==> config.mk <==
export PLATFORM = sky130hd
export DESIGN_NAME = oam_dma_ctrl
export DESIGN_NICKNAME = d
export VERILOG_FILES = /design/src/rtl/oam_dma_ctrl.sv
export SDC_FILE = /design/constraint.sdc
export NUM_CORES = 1
export LEC_CHECK = 0
export CORE_MARGIN = 4
export CORE_UTILIZATION = 36
export CTS_BUF_LIST = sky130_fd_sc_hd__clkbuf_16
export CTS_CLUSTER_DIAMETER = 80
export DETAILED_ROUTE_END_ITERATION = 8
export PLACE_DENSITY = 0.95
export SLEW_MARGIN = 20
export SYNTH_ARGS = -nofsm -noshare
export SYNTH_HDL_FRONTEND = slang
export SYNTH_SLANG_ARGS = --single-unit
==> constraint.sdc <==
create_clock -name clk -period 2.9 [get_ports clk]
set_input_delay 0.58 -clock clk [delete_from_list [all_inputs] [get_ports clk]]
set_output_delay 0.58 -clock clk [all_outputs]
set_load 0.05 [all_outputs]
==> src/rtl/oam_dma_ctrl.sv <==
`default_nettype none
// ============================================================================
// Module      : oam_dma_ctrl
// Description : Sprite DMA sequencer for $4014. Copies one 256-byte WRAM page
//               into PPU OAM and arbitrates the single WRAM port between the
//               CPU (pass-through while idle) and the DMA engine (while busy).
//               One clk equals one CPU cycle.
//               Optional feature macro: DMA_ODD_ALIGN_EN inserts an ALIGN
//               cycle when the HALT cycle lands on an odd CPU cycle.
// Revision    : 1.0 - initial release
// ============================================================================
module oam_dma_ctrl #(
  parameter int ADDR_WIDTH = 11,
  parameter int DATA_WIDTH = 8
) (
  input  logic                  clk,
  input  logic                  rst,
  input  logic                  cpu_wram_en,
  input  logic                  cpu_rw,
  input  logic [ADDR_WIDTH-1:0] cpu_addr,
  input  logic [DATA_WIDTH-1:0] cpu_din,
  input  logic                  dma_start,
  input  logic [7:0]            dma_page,
  output logic                  wram_en,
  output logic                  wram_rw,
  output logic [ADDR_WIDTH-1:0] wram_addr,
  output logic [DATA_WIDTH-1:0] wram_din,
  input  logic [DATA_WIDTH-1:0] wram_dout,
  output logic                  cpu_rdy,
  output logic                  dma_busy,
  output logic                  dma_err,
  output logic                  oam_wr,
  output logic [DATA_WIDTH-1:0] oam_data
);

  // Page bits that actually address the 2 KB RAM; higher page bits mirror.
  localparam int         c_PAGE_BITS  = ADDR_WIDTH - 8;
  localparam logic [7:0] c_PAGE_LIMIT = 8'h20;

  localparam logic [2:0] c_IDLE  = 3'd0;
  localparam logic [2:0] c_HALT  = 3'd1;
  localparam logic [2:0] c_ALIGN = 3'd2;
  localparam logic [2:0] c_READ  = 3'd3;
  localparam logic [2:0] c_WRITE = 3'd4;

  logic [2:0]             r_state;
  logic [2:0]             w_next;
  logic [7:0]             r_cnt;
  logic [c_PAGE_BITS-1:0] r_page;
  logic                   r_dma_err;
  logic                   w_start_ok;
  logic                   w_start_bad;
  logic [ADDR_WIDTH-1:0]  w_dma_addr;

  // Starts are only honoured in IDLE; a start while busy is silently dropped.
  assign w_start_ok  = (r_state == c_IDLE) && dma_start && (dma_page <  c_PAGE_LIMIT);
  assign w_start_bad = (r_state == c_IDLE) && dma_start && (dma_page >= c_PAGE_LIMIT);
  assign w_dma_addr  = {r_page, r_cnt};
  assign dma_err     = r_dma_err;

`ifdef DMA_ODD_ALIGN_EN
  logic r_parity;

  // CPU cycle parity (0 = even); only the align decision consumes it.
  always_ff @(posedge clk or posedge rst) begin
    if (rst) r_parity <= 1'b0;
    else     r_parity <= ~r_parity;
  end
`endif

  // State register.
  always_ff @(posedge clk or posedge rst) begin
    if (rst) r_state <= c_IDLE;
    else     r_state <= w_next;
  end

  // Byte counter, latched source page and registered error pulse.
  always_ff @(posedge clk or posedge rst) begin
    if (rst) begin
      r_cnt     <= 8'd0;
      r_page    <= '0;
      r_dma_err <= 1'b0;
    end else begin
      r_dma_err <= w_start_bad;
      if (w_start_ok) begin
        r_page <= dma_page[c_PAGE_BITS-1:0];
      end
      // 255 -> 0 wrap coincides with the final WRITE, leaving cnt=0 for the next run.
      if (r_state == c_WRITE) begin
        r_cnt <= r_cnt + 8'd1;
      end
    end
  end

  // Next-state logic.
  always_comb begin
    w_next = r_state;
    case (r_state)
      c_IDLE:  if (w_start_ok) w_next = c_HALT;
`ifdef DMA_ODD_ALIGN_EN
      c_HALT:  w_next = r_parity ? c_ALIGN : c_READ;
`else
      c_HALT:  w_next = c_READ;
`endif
      c_ALIGN: w_next = c_READ;
      c_READ:  w_next = c_WRITE;
      c_WRITE: w_next = (r_cnt == 8'hFF) ? c_IDLE : c_READ;
      default: w_next = c_IDLE;
    endcase
  end

  // Output decode: CPU owns the WRAM port in IDLE, DMA owns it otherwise.
  always_comb begin
    wram_en   = 1'b0;
    wram_rw   = 1'b1;
    wram_addr = w_dma_addr;
    wram_din  = '0;
    cpu_rdy   = 1'b0;
    dma_busy  = 1'b1;
    oam_wr    = 1'b0;
    oam_data  = '0;
    case (r_state)
      c_IDLE: begin
        wram_en   = cpu_wram_en;
        wram_rw   = cpu_rw;
        wram_addr = cpu_addr;
        wram_din  = cpu_din;
        cpu_rdy   = 1'b1;
        dma_busy  = 1'b0;
      end
      c_READ: begin
        wram_en = 1'b1;
      end
      c_WRITE: begin
        // Address held so the RAM keeps presenting the byte fetched in READ.
        wram_en  = 1'b1;
        oam_wr   = 1'b1;
        oam_data = wram_dout;
      end
      default: begin
        wram_en = 1'b0;
      end
    endcase
  end

endmodule
`default_nettype wire

# After elaboration in Yosys (flattened, before gate mapping)
# Index checks and enable logic that the tools add are counted.
# W data, S select, Z words.
[classes]
n_reduce_logical = 6
n_mux = 11
addsub = 1
eq_ne = 6
n_lt_le_gt_ge = 2
[op_table]
columns = ["op", "n"]
rows = [
  ["$mux W8", 2],
  ["$pmux W3 S4", 1],
  ["$mux W11", 1],
  ["$add A8 B1 Y8 const B", 1],
  ["$eq A8 B8 Y1 const B", 1],
  ["$ge A8 B6 Y1 const B", 1],
  ["$lt A8 B6 Y1 const B", 1],
  ["$eq A3 B2 Y1 const B", 2],
  ["$mux W1", 4],
  ["$reduce_or A2 Y1", 2],
  ["$eq A3 B1 Y1 const B", 1],
  ["$eq A3 B3 Y1 const B", 1],
  ["$logic_and A1 B1 Y1", 3],
  ["$logic_not A3 Y1", 1],
  ["$mux W3", 1],
  ["$mux W2", 1],
  ["$ne A2 B2 Y1 const B", 1],
  ["$pmux W1 S2", 1],
]
[word_totals]
in_bits = 40
word_cells = 30
register_bits = 15
output_inout_bits = 33

# Longest topological paths before layout
# Gate-level depths: netlist of run 1.
[depth]
word_depth = 5
ltp_mapped = 5
mapped_depth_nobuf = 4

# Least setup slack after synthesis of run 1
# No wires, ideal clock.
[synth_timing]
kind = "reg2out"
startpoint = "reg r_state[0]"
endpoint = "out wram_en"
arrival_time_ns = 1.677
required_ns = 2.320
stages_incl_launch_ff = 4
path_buffers = 1
setup_slack_ns = 0.643
path_cell_list = "dfrtp_1 > clkbuf_2 > nand2_1 > o21ai_0"
[synth_via]
elab_chain_len = 3
elab_cells_between_ends = 5
cone_classes = "eq/ne: 2; mux: 1; reduce/logical: 2"
[synth_lines]
columns = ["item", "line_no", "text"]
rows = [
  ["start: declaration", "46", "logic [2:0] r_state;"],
  ["start signal: assignment", "73", "if (rst) r_state <= c_IDLE;"],
  ["start signal: assignment", "74", "else r_state <= w_next;"],
  ["$eq A3 B3 Y1 / $eq A3 B2 Y1 (equally long branches)", "122", "case (r_state)"],
  ["$reduce_or A2 Y1 (no line)", "n/a", ""],
  ["$pmux W1 S2 (*)", "122", ""],
  ["end: declaration", "24", "output logic wram_en,"],
]
# Every way passes the cells marked *; elsewhere a longest branch is shown, timed or not.

# Worst setup path in the final report of run 1
[layout_timing]
startpoint = "reg r_state[2]"
endpoint = "out oam_wr"
[layout_via]
elab_chain_len = 2
[layout_lines]
columns = ["item", "line_no", "text"]
rows = [
  ["$eq A3 B3 Y1", "122", ""],
  ["$mux W1", "122", ""],
  ["end: declaration", "32", "output logic oam_wr,"],
]
# No other way between the ends.

==> out/qor.yml, run 1 <==
logic_synthesis:
  synthCells: 90
  synthTopCellsByArea: "dfrtp_1, mux2_2, and2_1"
  ys_ff_latch: 15
  synth_nets: 131
  ys_seq_area_share_pct: 39.6
  avgSynthCellArea_um2: 10.5
  synth_area_leader_cell: "dfrtp_1"
  synth_top_area_share_pct: 39.6
  yosys_warnings: 0
  synthDistinctLibCells: 22
  synth_area_um2: 947
timing:
  tns_ns: 0
  fmax_mhz: 397
  maxSlewHeadroom_pct: 62.3
  tightest_slew_ns: 0.565
  final_hold_viol_count: 0
  fin_crit_ns: 2.52
  setup_viol: 0
  post-route-period-util_pct: 86.8
  rsz0062_at_grt: "no"
  skew_ns: 0.00315
  maxSlewViolCount: 0
clocking:
  clk_latency_ns: 0.25
  clkTransAtPathRegs_ns: 0.05
  h-tree-depth: 1
  cts_max_path_buffers: 2
  cts_sinks: 15
  post_cts_buffers: 0
  tritoncts: "done"
  cts_made_buffers: 3
  cts-root-buf: "clkbuf_16"
  hold_buffers: 0
  cts_resized: 0
final_layout:
  syn2layout_area_growth_pct: 77.0
  diodes: 0
  drive_gt1_share_pct: 32.1
  final_cells: 192
  nNetsFinal: 204
routing:
  drcViolationCount: 0
  highest_layer: "met4"
  vias_per_cell: 4.86
  drt-total-wl_um: 2640
  dr.pass1.iters: 4
  postRouteAntennaNets: 0
  drt-initial-drc-count: 9
  met1Wirelength_um: 940
  route.met2.wl_um: 1250
  vias: 933
  routed-wl-met3_um: 391
  routedWlPerCell_um: 13.8
critical_path:
  path_cells: "nor3b_4 -> clkdlybuf4s50_1"
  cp-start-kind: "flop"
  cp-endpoint: "oam_wr"
  reg2reg_slack_ns: 1.39
  criticalPathCategory: "reg -> out"
  timing.rr.start: "r_state[2]"
  startpoint: "r_state[2]"
  cpMaxStageDelayCell: "clkdlybuf4s50_1"
  crit_required_ns: 2.32
  slowest_delay_ns: 0.86
  worstPathMaxFanout: 8
  rr_endpoint: "r_cnt[1]"
  worstSetupEndpointType: "output pin"
  ff2ff_path_depth: 3
  arrival_ns: 1.94
grt:
  grt_max_degree: 17
  grt_usage_pct: 15.6
  overflow: 0
  grt_antenna_before_repair: 0
  grt_pass1_vias: 935
  grt_pass1_wl_um: 4000
die:
  dieArea_um2: 3520
  chipWidth_um: 59.3
  row_count: 18
  start_util_pct: 37.9
  die_height_um: 59.3
  coreArea_um2: 2500
  io_pins: 73
run_status:
  outcome: "completed"
power_and_ir_drop:
  power_density_nw_per_um2: 319
  ir_drop_mv: 0.238
  p_leak_nw: 0.795
  power_mw: 0.535
hold_path:
  hp-class: "reg -> reg"
  whs_path_depth: 1
placed_design:
  portBuffers: 70
  dpl.cell_count: 188
  globalplace.congestion: 0.703
  hpwl_um: 2190
run:
  cap_violations: 0
## area by class of cell
type                       count  area (µm²)
sequential                    15         375
clock buffer                   3        75.1
clock inverter                 1        5.00
timing repair buffer          72         643
inverter                       2        7.51
tap                           30        37.5
fill                         192         823
multi-input combinational     69         533
## critical path, delay by kind of cell (launching register included)
family | cells | cell delay, ns
flops | 1 | 0.48
simple gates | 1 | 0.34
buf+inv | 1 | 0.86
## worst min path at each step
stage	from	end	slack, ns
2_1_floorplan	r_cnt[7]	r_cnt[7]	0.46
3_3_place_gp	r_page[2]	r_page[2]	0.49
3_5_place_dp	r_page[0]	r_page[0]	0.50
4_1_cts	r_cnt[7]	r_cnt[7]	0.50
5_1_grt	r_cnt[7]	r_cnt[7]	0.52
6_report	r_cnt[7]	r_cnt[7]	0.50
## cell usage after synthesis
cell and instances:
nor3b_4 1, dfrtp_1 15, nand2_1 3, buf_6 1
nand4b_1 1, nor3b_1 1, nand2b_1 2, xor2_1 2
xnor2_1 6, buf_4 2, ha_1 1, nand4_1 4
mux2_2 15, clkbuf_2 1, nand3_1 5, nor3_1 1
inv_1 2, nor2_1 3, and2_1 19, nor3_4 1
and3_1 1, o21ai_0 3
## state kept, by name, indices dropped and copies added (netlist names)
register and cells:
r_page 3, r_state 3, dma_err 1, r_cnt 8
## layout by cell type, fill, tap and decap left out, drive strengths merged
master and count:
nor3b 2, o21ai 3, and2 19, inv 2, dfrtp 15, nand3 5, ha 1, buf 31
nor2 3, nand2b 2, nand4b 1, xnor2 6, xor2 2, nor3 2, clkdlybuf4s50 41, nand4 4
clkinv 1, and3 1, mux2 15, clkbuf 3, nand2 3
## metal layers
layer / GRT usage, % / vias up
li1: - / 451
met1: 15.6 / 410
met2: 27.3 / 67
met3: 6.10 / 5
met4: 8.74 / 0
met5: 0 / -
## per-stage QoR
stage                     hold WS [ns]  setup WS (ns)  instance area [µm²]  utilization, %
after floorplan                  0.463          0.643                  947               -
after global placement           0.486          0.404                 1600            63.9
after detailed placement         0.496          0.403                 1600            63.9
after CTS                        0.497          0.364                 1680            67.1
after global routing             0.518          0.289                 1680            67.1
final                            0.497          0.382                 1680            67.1
## kinds of logic after synthesis
group	after synthesis	synth area share [%]
buf+inv	6	4.09
flops	15	39.6
simple gates	42	28.1
compound gates	3	1.58
xor+xnor	8	7.40
mux	15	17.8
fa+ha+maj	1	1.32
## where the power goes
part	switching [mW]	internal, mW	leakage, nW
clock	0.0869	0.184	0.0409
sequential	0	0.210	0.190
combinational	0.0104	0.0438	0.564
Power figures use the tool's default switching activity.
==> run 2, diff against run 1 <==
- SKIP_LAST_GASP: default -> 1
==> results of run 2 <==
Final layout, timing and power as in run 1 (identical DEF).
